===== config.mk =====
export PLATFORM = sky130hd
export DESIGN_NAME = mem_ctrl
export DESIGN_NICKNAME = d
export VERILOG_FILES = /design/src/rtl/mem_ctrl.sv
export SDC_FILE = /design/constraint.sdc
export NUM_CORES = 1
export LEC_CHECK = 0
export BUFFER_PORTS_ARGS = -buffer_cell sky130_fd_sc_hd__buf_2
export CORE_MARGIN = 3
export CORE_UTILIZATION = 52
export CTS_CLUSTER_DIAMETER = 120
export DETAILED_ROUTE_END_ITERATION = 10
export HOLD_SLACK_MARGIN = 0.1
export MAX_ROUTING_LAYER = met4
export PLACE_DENSITY = 0.77
export SLEW_MARGIN = 15
export SYNTH_ARGS = -nofsm -noshare
export SYNTH_HDL_FRONTEND = slang
export SYNTH_SLANG_ARGS = --single-unit
export TNS_END_PERCENT = 50

===== constraint.sdc =====
create_clock -name clk -period 4.2 [get_ports clk]
set_input_delay 0 -clock clk [delete_from_list [all_inputs] [get_ports clk]]
set_output_delay 0 -clock clk [all_outputs]
set_load 0.1 [all_outputs]

===== src/rtl/mem_ctrl.sv =====
// Memory controller: serialises LSB load/store requests and instruction fetches
// into byte accesses on the single 8-bit RAM/IO port.
module mem_ctrl #(
    parameter logic [1:0] IO_SEL = 2'b11
) (
    input  logic        clk,
    input  logic        rst,
    input  logic        rdy,
    input  logic        jp_wrong,
    input  logic        val_flag_MC,
    input  logic [2:0]  insty_MC,
    input  logic [31:0] addr_out,
    input  logic [31:0] val_out,
    output logic        val_flag,
    output logic [31:0] val_in,
    input  logic        if_req,
    input  logic [31:0] if_addr,
    output logic        if_done,
    output logic [31:0] if_data,
    input  logic [7:0]  mem_din,
    output logic [7:0]  mem_dout,
    output logic [31:0] mem_a,
    output logic        mem_wr,
    input  logic        io_buffer_full
);

    typedef enum logic [2:0] {IDLE, LSB_RD, LSB_WR, IF_RD, DONE} state_e;

    state_e      state_q, state_d;
    logic [1:0]  cnt_q, cnt_d;
    logic [1:0]  last_q, last_d;
    logic [31:0] addr_q, addr_d;
    logic [31:0] wdata_q, wdata_d;
    logic [2:0]  insty_q, insty_d;
    logic [31:0] rbuf_q, rbuf_d;
    logic [31:0] mem_a_q, mem_a_d;
    logic [7:0]  mem_dout_q, mem_dout_d;
    logic        mem_wr_q, mem_wr_d;
    logic        val_flag_q, val_flag_d;
    logic [31:0] val_in_q, val_in_d;
    logic        if_done_q, if_done_d;
    logic [31:0] if_data_q, if_data_d;

    logic        io_stall;
    logic [1:0]  next_idx;
    logic [31:0] word;
    logic [31:0] load_ext;
    logic        lsb_store;

    // Index of the final byte: 0 for byte ops, 1 for halfwords, 3 for words.
    function automatic logic [1:0] last_idx(input logic [2:0] t);
        case (t)
            3'b000, 3'b011, 3'b101: last_idx = 2'd0;
            3'b001, 3'b100, 3'b110: last_idx = 2'd1;
            default:                last_idx = 2'd3;
        endcase
    endfunction

    assign io_stall  = mem_wr_q && (mem_a_q[17:16] == IO_SEL) && io_buffer_full;
    assign lsb_store = insty_MC[2] && (insty_MC[1] || insty_MC[0]);

    always_comb begin
        // NOTE: every variable gets a default first so no path infers a latch.
        state_d    = state_q;
        cnt_d      = cnt_q;
        last_d     = last_q;
        addr_d     = addr_q;
        wdata_d    = wdata_q;
        insty_d    = insty_q;
        rbuf_d     = rbuf_q;
        mem_a_d    = mem_a_q;
        mem_dout_d = mem_dout_q;
        mem_wr_d   = mem_wr_q;
        val_flag_d = val_flag_q;
        val_in_d   = val_in_q;
        if_done_d  = if_done_q;
        if_data_d  = if_data_q;

        next_idx = cnt_q + 2'd1;
        word     = rbuf_q;
        word[{cnt_q, 3'b000} +: 8] = mem_din;

        case (insty_q)
            3'b000:  load_ext = {{24{word[7]}}, word[7:0]};
            3'b001:  load_ext = {{16{word[15]}}, word[15:0]};
            3'b011:  load_ext = {24'b0, word[7:0]};
            3'b100:  load_ext = {16'b0, word[15:0]};
            default: load_ext = word;
        endcase

        if (rdy) begin
            val_flag_d = 1'b0;
            if_done_d  = 1'b0;
            case (state_q)
                IDLE, DONE: begin
                    state_d = IDLE;
                    if (!jp_wrong && val_flag_MC) begin
                        insty_d  = insty_MC;
                        addr_d   = addr_out;
                        wdata_d  = val_out;
                        last_d   = last_idx(insty_MC);
                        cnt_d    = 2'd0;
                        rbuf_d   = 32'b0;
                        mem_a_d  = addr_out;
                        if (lsb_store) begin
                            state_d    = LSB_WR;
                            mem_wr_d   = 1'b1;
                            mem_dout_d = val_out[7:0];
                        end else begin
                            state_d = LSB_RD;
                        end
                    end else if (!jp_wrong && if_req) begin
                        state_d = IF_RD;
                        addr_d  = if_addr;
                        last_d  = 2'd3;
                        cnt_d   = 2'd0;
                        rbuf_d  = 32'b0;
                        mem_a_d = if_addr;
                    end
                end
                LSB_RD, IF_RD: begin
                    if (jp_wrong) begin
                        state_d = IDLE;
                        cnt_d   = 2'd0;
                    end else if (cnt_q == last_q) begin
                        state_d = DONE;
                        cnt_d   = 2'd0;
                        if (state_q == IF_RD) begin
                            if_data_d = word;
                            if_done_d = 1'b1;
                        end else begin
                            val_in_d   = load_ext;
                            val_flag_d = 1'b1;
                        end
                    end else begin
                        rbuf_d  = word;
                        cnt_d   = next_idx;
                        mem_a_d = addr_q + {30'b0, next_idx};
                    end
                end
                LSB_WR: begin
                    // Stores ignore jp_wrong; a stalled IO byte simply waits.
                    if (!io_stall) begin
                        if (cnt_q == last_q) begin
                            state_d    = DONE;
                            cnt_d      = 2'd0;
                            mem_wr_d   = 1'b0;
                            val_in_d   = 32'b0;
                            val_flag_d = 1'b1;
                        end else begin
                            cnt_d      = next_idx;
                            mem_a_d    = addr_q + {30'b0, next_idx};
                            mem_dout_d = wdata_q[{next_idx, 3'b000} +: 8];
                        end
                    end
                end
                default: begin
                    state_d  = IDLE;
                    mem_wr_d = 1'b0;
                end
            endcase
        end
    end

    // NOTE: sequential state uses non-blocking assignments only.
    always_ff @(posedge clk) begin
        if (rst) begin
            state_q    <= IDLE;
            cnt_q      <= 2'd0;
            last_q     <= 2'd0;
            addr_q     <= 32'b0;
            wdata_q    <= 32'b0;
            insty_q    <= 3'b0;
            rbuf_q     <= 32'b0;
            mem_a_q    <= 32'b0;
            mem_dout_q <= 8'b0;
            mem_wr_q   <= 1'b0;
            val_flag_q <= 1'b0;
            val_in_q   <= 32'b0;
            if_done_q  <= 1'b0;
            if_data_q  <= 32'b0;
        end else begin
            state_q    <= state_d;
            cnt_q      <= cnt_d;
            last_q     <= last_d;
            addr_q     <= addr_d;
            wdata_q    <= wdata_d;
            insty_q    <= insty_d;
            rbuf_q     <= rbuf_d;
            mem_a_q    <= mem_a_d;
            mem_dout_q <= mem_dout_d;
            mem_wr_q   <= mem_wr_d;
            val_flag_q <= val_flag_d;
            val_in_q   <= val_in_d;
            if_done_q  <= if_done_d;
            if_data_q  <= if_data_d;
        end
    end

    assign val_flag = val_flag_q;
    assign val_in   = val_in_q;
    assign if_done  = if_done_q;
    assign if_data  = if_data_q;
    assign mem_a    = mem_a_q;
    assign mem_dout = mem_dout_q;
    assign mem_wr   = mem_wr_q && !io_stall;

endmodule

==> summary.md <==
| Metric | Value |
|---|---|
| RD Place Congestion | 0.854 |
| Worst Tran Pin Value | 1.18 ns |
| Hold Path Stages | 5 |
| Crit share post-route | 74.1% |
| Dpl cells | 1,625 |
| Register area share after synthesis | 42.4% |
| Switching power | 0.00147 W |
| Max rail drop VDD | 307 uV |
| Post-DP HPWL | 19,200 um |
| Vias in the first global route | 9,993 |
| Hold path endpoint | mem_a[2]$_SDFFE_PP0P_ |
| Largest net degree at the start of global routing | 136 |
| Cts repair resizes | 0 |
| Clock Sinks | 213 |
| Die X | 145 um |
| Fin. max-slew vios | 0 |
| Top cells by area, synth | dfxtp_1, a21oi_1, nand2_1, nor2_1, a211oi_1 |
| TNS Setup | 0 ns |
| Row cnt | 50 |
| IO Pins | 221 |
| Port buffer count | 220 |
| Root Driver | clkbuf_16 |
| DR pass1 iterations | 5 |
| Most frequent cells in the layout | buf_2, dfxtp_1, nand2_1 |
| Cts bufs inserted | 24 |
| Clk buf depth | 3 |
| Final nets | 1,625 |
| Non-Filler Instances | 1,780 |
| Mean Syn Cell Area | 8.20 sq um |
| PwrDens | 398 nW/um^2 |
| Post-synth EDFFs | 0 |
| WP data arrival | 3.49 ns |
| Antenna Nets Post-Route | 0 |
| Final worst path period need | 3.11 ns |
| Synthesis-to-layout area growth | 31.9% |
| Kind of critical path | reg2reg |
| Via count | 10,300 |
| Logic gate share of total power | 16.5% |
| Post-route cell area | 13,300 sq um |
| Fin. Hold Viols | 0 |
| Reg2reg end | mem_a[27]$_SDFFE_PP0P_ |
| Worst slew margin | 20.5% |
| Routed WL | 30,800 um |
| WL per Instance | 17.3 um |
| CP startpoint | cnt_q[0]$_SDFFE_PP0P_ |
| Post-synth top flop | dfxtp_1 |
| Synth Instances | 1,227 |
| Gr ovfl total | 0 |
| Top cell type's share of synthesized area | 42.4% |
| Cell area after synthesis | 10,100 sq um |
| # H-tree levels | 1 |
| Required time of the critical path | 4.58 ns |
| Global-route wire length before repair | 50,500 um |
| Reg2Reg Setup Slack | 1.09 ns |
| Int Pwr | 0.00380 W |
| R2R cell count | 8 |
| CP endpoint kind | flip-flop |
| Die footprint | 21,100 sq um |
| Status | complete, no violations |
| Share of layout cells above drive strength 1 | 20.3% |
| Initial core utilization | 53.4% |
| Clock share of power | 42.6% |
| RSZ-0062 raised after global routing | no |
| Vias per Instance | 5.80 |
| Clk_lat worst skew | 0.51 ns |
| Detailed-route DRC error count | 0 |
| Core area | 18,800 sq um |
| Maxcap violations | 0 |
| Yosys warns | 0 |
| Worst min-delay path class | in2reg |
| Area leader, netlist | dfxtp_1 |
| Max Freq | 0.321 GHz |
| Initial antenna violation count | 1 |
| Commonest non-fill, non-tap cell in the layout | buf_2 |
| FF+latch count, synth | 213 |
| Sequential share of power | 40.9% |
| Placed cell area | 11,300 sq um |
| Switching share of power | 27.9% |
| FF-to-FF Start | cnt_q[0]$_SDFFE_PP0P_ |
| Hold Path Origin | addr_out[2] |
| CP Max Fanout | 14 |
| Leakage | 5.13 nW |
| Endpoints failing setup | 0 |
| Startpoint Class | flip-flop |
| Asr flop ratio synth | 0% |
| Worst Clk Skew | 0.0101 ns |
| Die height | 145 um |
| CTS tree | built |
| Total global-route track usage | 28.8% |
| Syn Nets | 1,348 |
| Clk slew on worst S/H paths | 0.06 ns |
| Drt initial violations | 866 |
| Unique masters post-synth | 65 |
cell usage after synthesis (4+ instances only):
master,count
nor4bb_1,4
ha_1,6
clkbuf_1,78
xor2_1,9
inv_1,22
or3_1,30
nor2_1,127
a211oi_1,62
nor4_1,17
nand2_1,164
a32oi_1,17
nor2b_1,28
o221ai_1,4
nand2b_1,19
o21a_1,4
nand3_1,36
xnor2_1,6
dfxtp_1,213
a21oi_1,129
mux4_2,8
o31a_1,7
o31ai_1,4
o21ai_0,42
a22oi_1,18
nand4_1,17
mux2i_1,43
a311oi_1,8
buf_2,19
o22ai_1,5
o32ai_1,6
nor3_1,18
o2111ai_1,7
worst max-delay path: stages, from the launching register on:
cell and delay [ns]:
dfxtp_1 0.58, inv_1 0.17, ha_1 0.38, ha_1 0.29, a21oi_1 0.16, or3_1 0.58
or4_1 0.55, a21oi_1 0.16, o32ai_1 0.10
per-layer routing:
metal	wire [um]	vias up	part of all wire [%]	global-route usage, %
li1	-	4972	-	-
met1	13000	4871	42	36.6
met2	14900	417	48	47.5
met3	2190	60	7.1	5.03
met4	788	0	2.6	8.07
met5	0	-	0	-
power by group through the flow:
stage | logic [W] | registers (W) | clock network, W
floorplan | 0.000337 | 0.00242 | 0
global placement | 0.000748 | 0.00220 | 0
detailed placement | 0.000758 | 0.00220 | 0
CTS | 0.000855 | 0.00215 | 0.00226
global route | 0.000929 | 0.00216 | 0.00234
finish | 0.000870 | 0.00216 | 0.00225
state kept, by name, summed over array words and instances, names as in the netlist, 3 cells and up:
register  flops
mem_dout      8
rbuf_q       32
if_data      32
mem_a        32
wdata_q      32
state_q       3
addr_q       32
insty_q       3
val_in       32
layout make-up:
cell class | count | area, sq um
clock inverter | 6 | 133
tap | 260 | 325
multi-input combinational | 891 | 5360
clock buffer | 35 | 723
sequential | 213 | 4260
timing repair buffer | 352 | 2380
fill | 1508 | 5560
antenna | 1 | 2.50
inverter | 22 | 82.6
how the worst max path moves through the flow:
stage | end | slack [ns]
after detailed placement | mem_a[27]$_SDFFE_PP0P_ | 1.16
final | mem_a[27]$_SDFFE_PP0P_ | 1.09
after global placement | mem_a[27]$_SDFFE_PP0P_ | 1.26
after global routing | mem_a[27]$_SDFFE_PP0P_ | 0.90
after CTS | mem_a[27]$_SDFFE_PP0P_ | 1.13
after floorplan | mem_a[22]$_SDFFE_PP0P_ | 1.09
logic make-up (layout without fill, tap and decap cells):
kind of cell,Yosys count,count (layout),synth area share [%]
and+or+nand+nor,483,483,22.8
AOI/OAI and AO/OA,333,333,21.4
DFF,213,213,42.4
buffers and inverters,123,415,4.86
muxes,52,52,6.18
xor gates and xnor gates,16,16,1.47
adders and majority gates,7,7,0.945
other,0,1,0
what timing repair did:
item                                    CTS  global route
hold buffers                            113             0
endpoints found under the setup margin    0             0
buffers inserted                          0             0
hold endpoints to repair                163             0
per-stage QoR:
step | power (W) | hold slack, ns | utilization (%) | worst slack [ns]
after floorplan | 0.00275 | 0.136 | - | 1.09
after global placement | 0.00294 | 0.244 | 59.9 | 1.26
after detailed placement | 0.00296 | 0.245 | 59.9 | 1.16
after CTS | 0.00527 | 0.103 | 70.4 | 1.13
after global routing | 0.00544 | 0.129 | 70.5 | 0.905
final | 0.00527 | 0.125 | 70.5 | 1.09
Note: power is estimated with default switching activity, not from simulation.
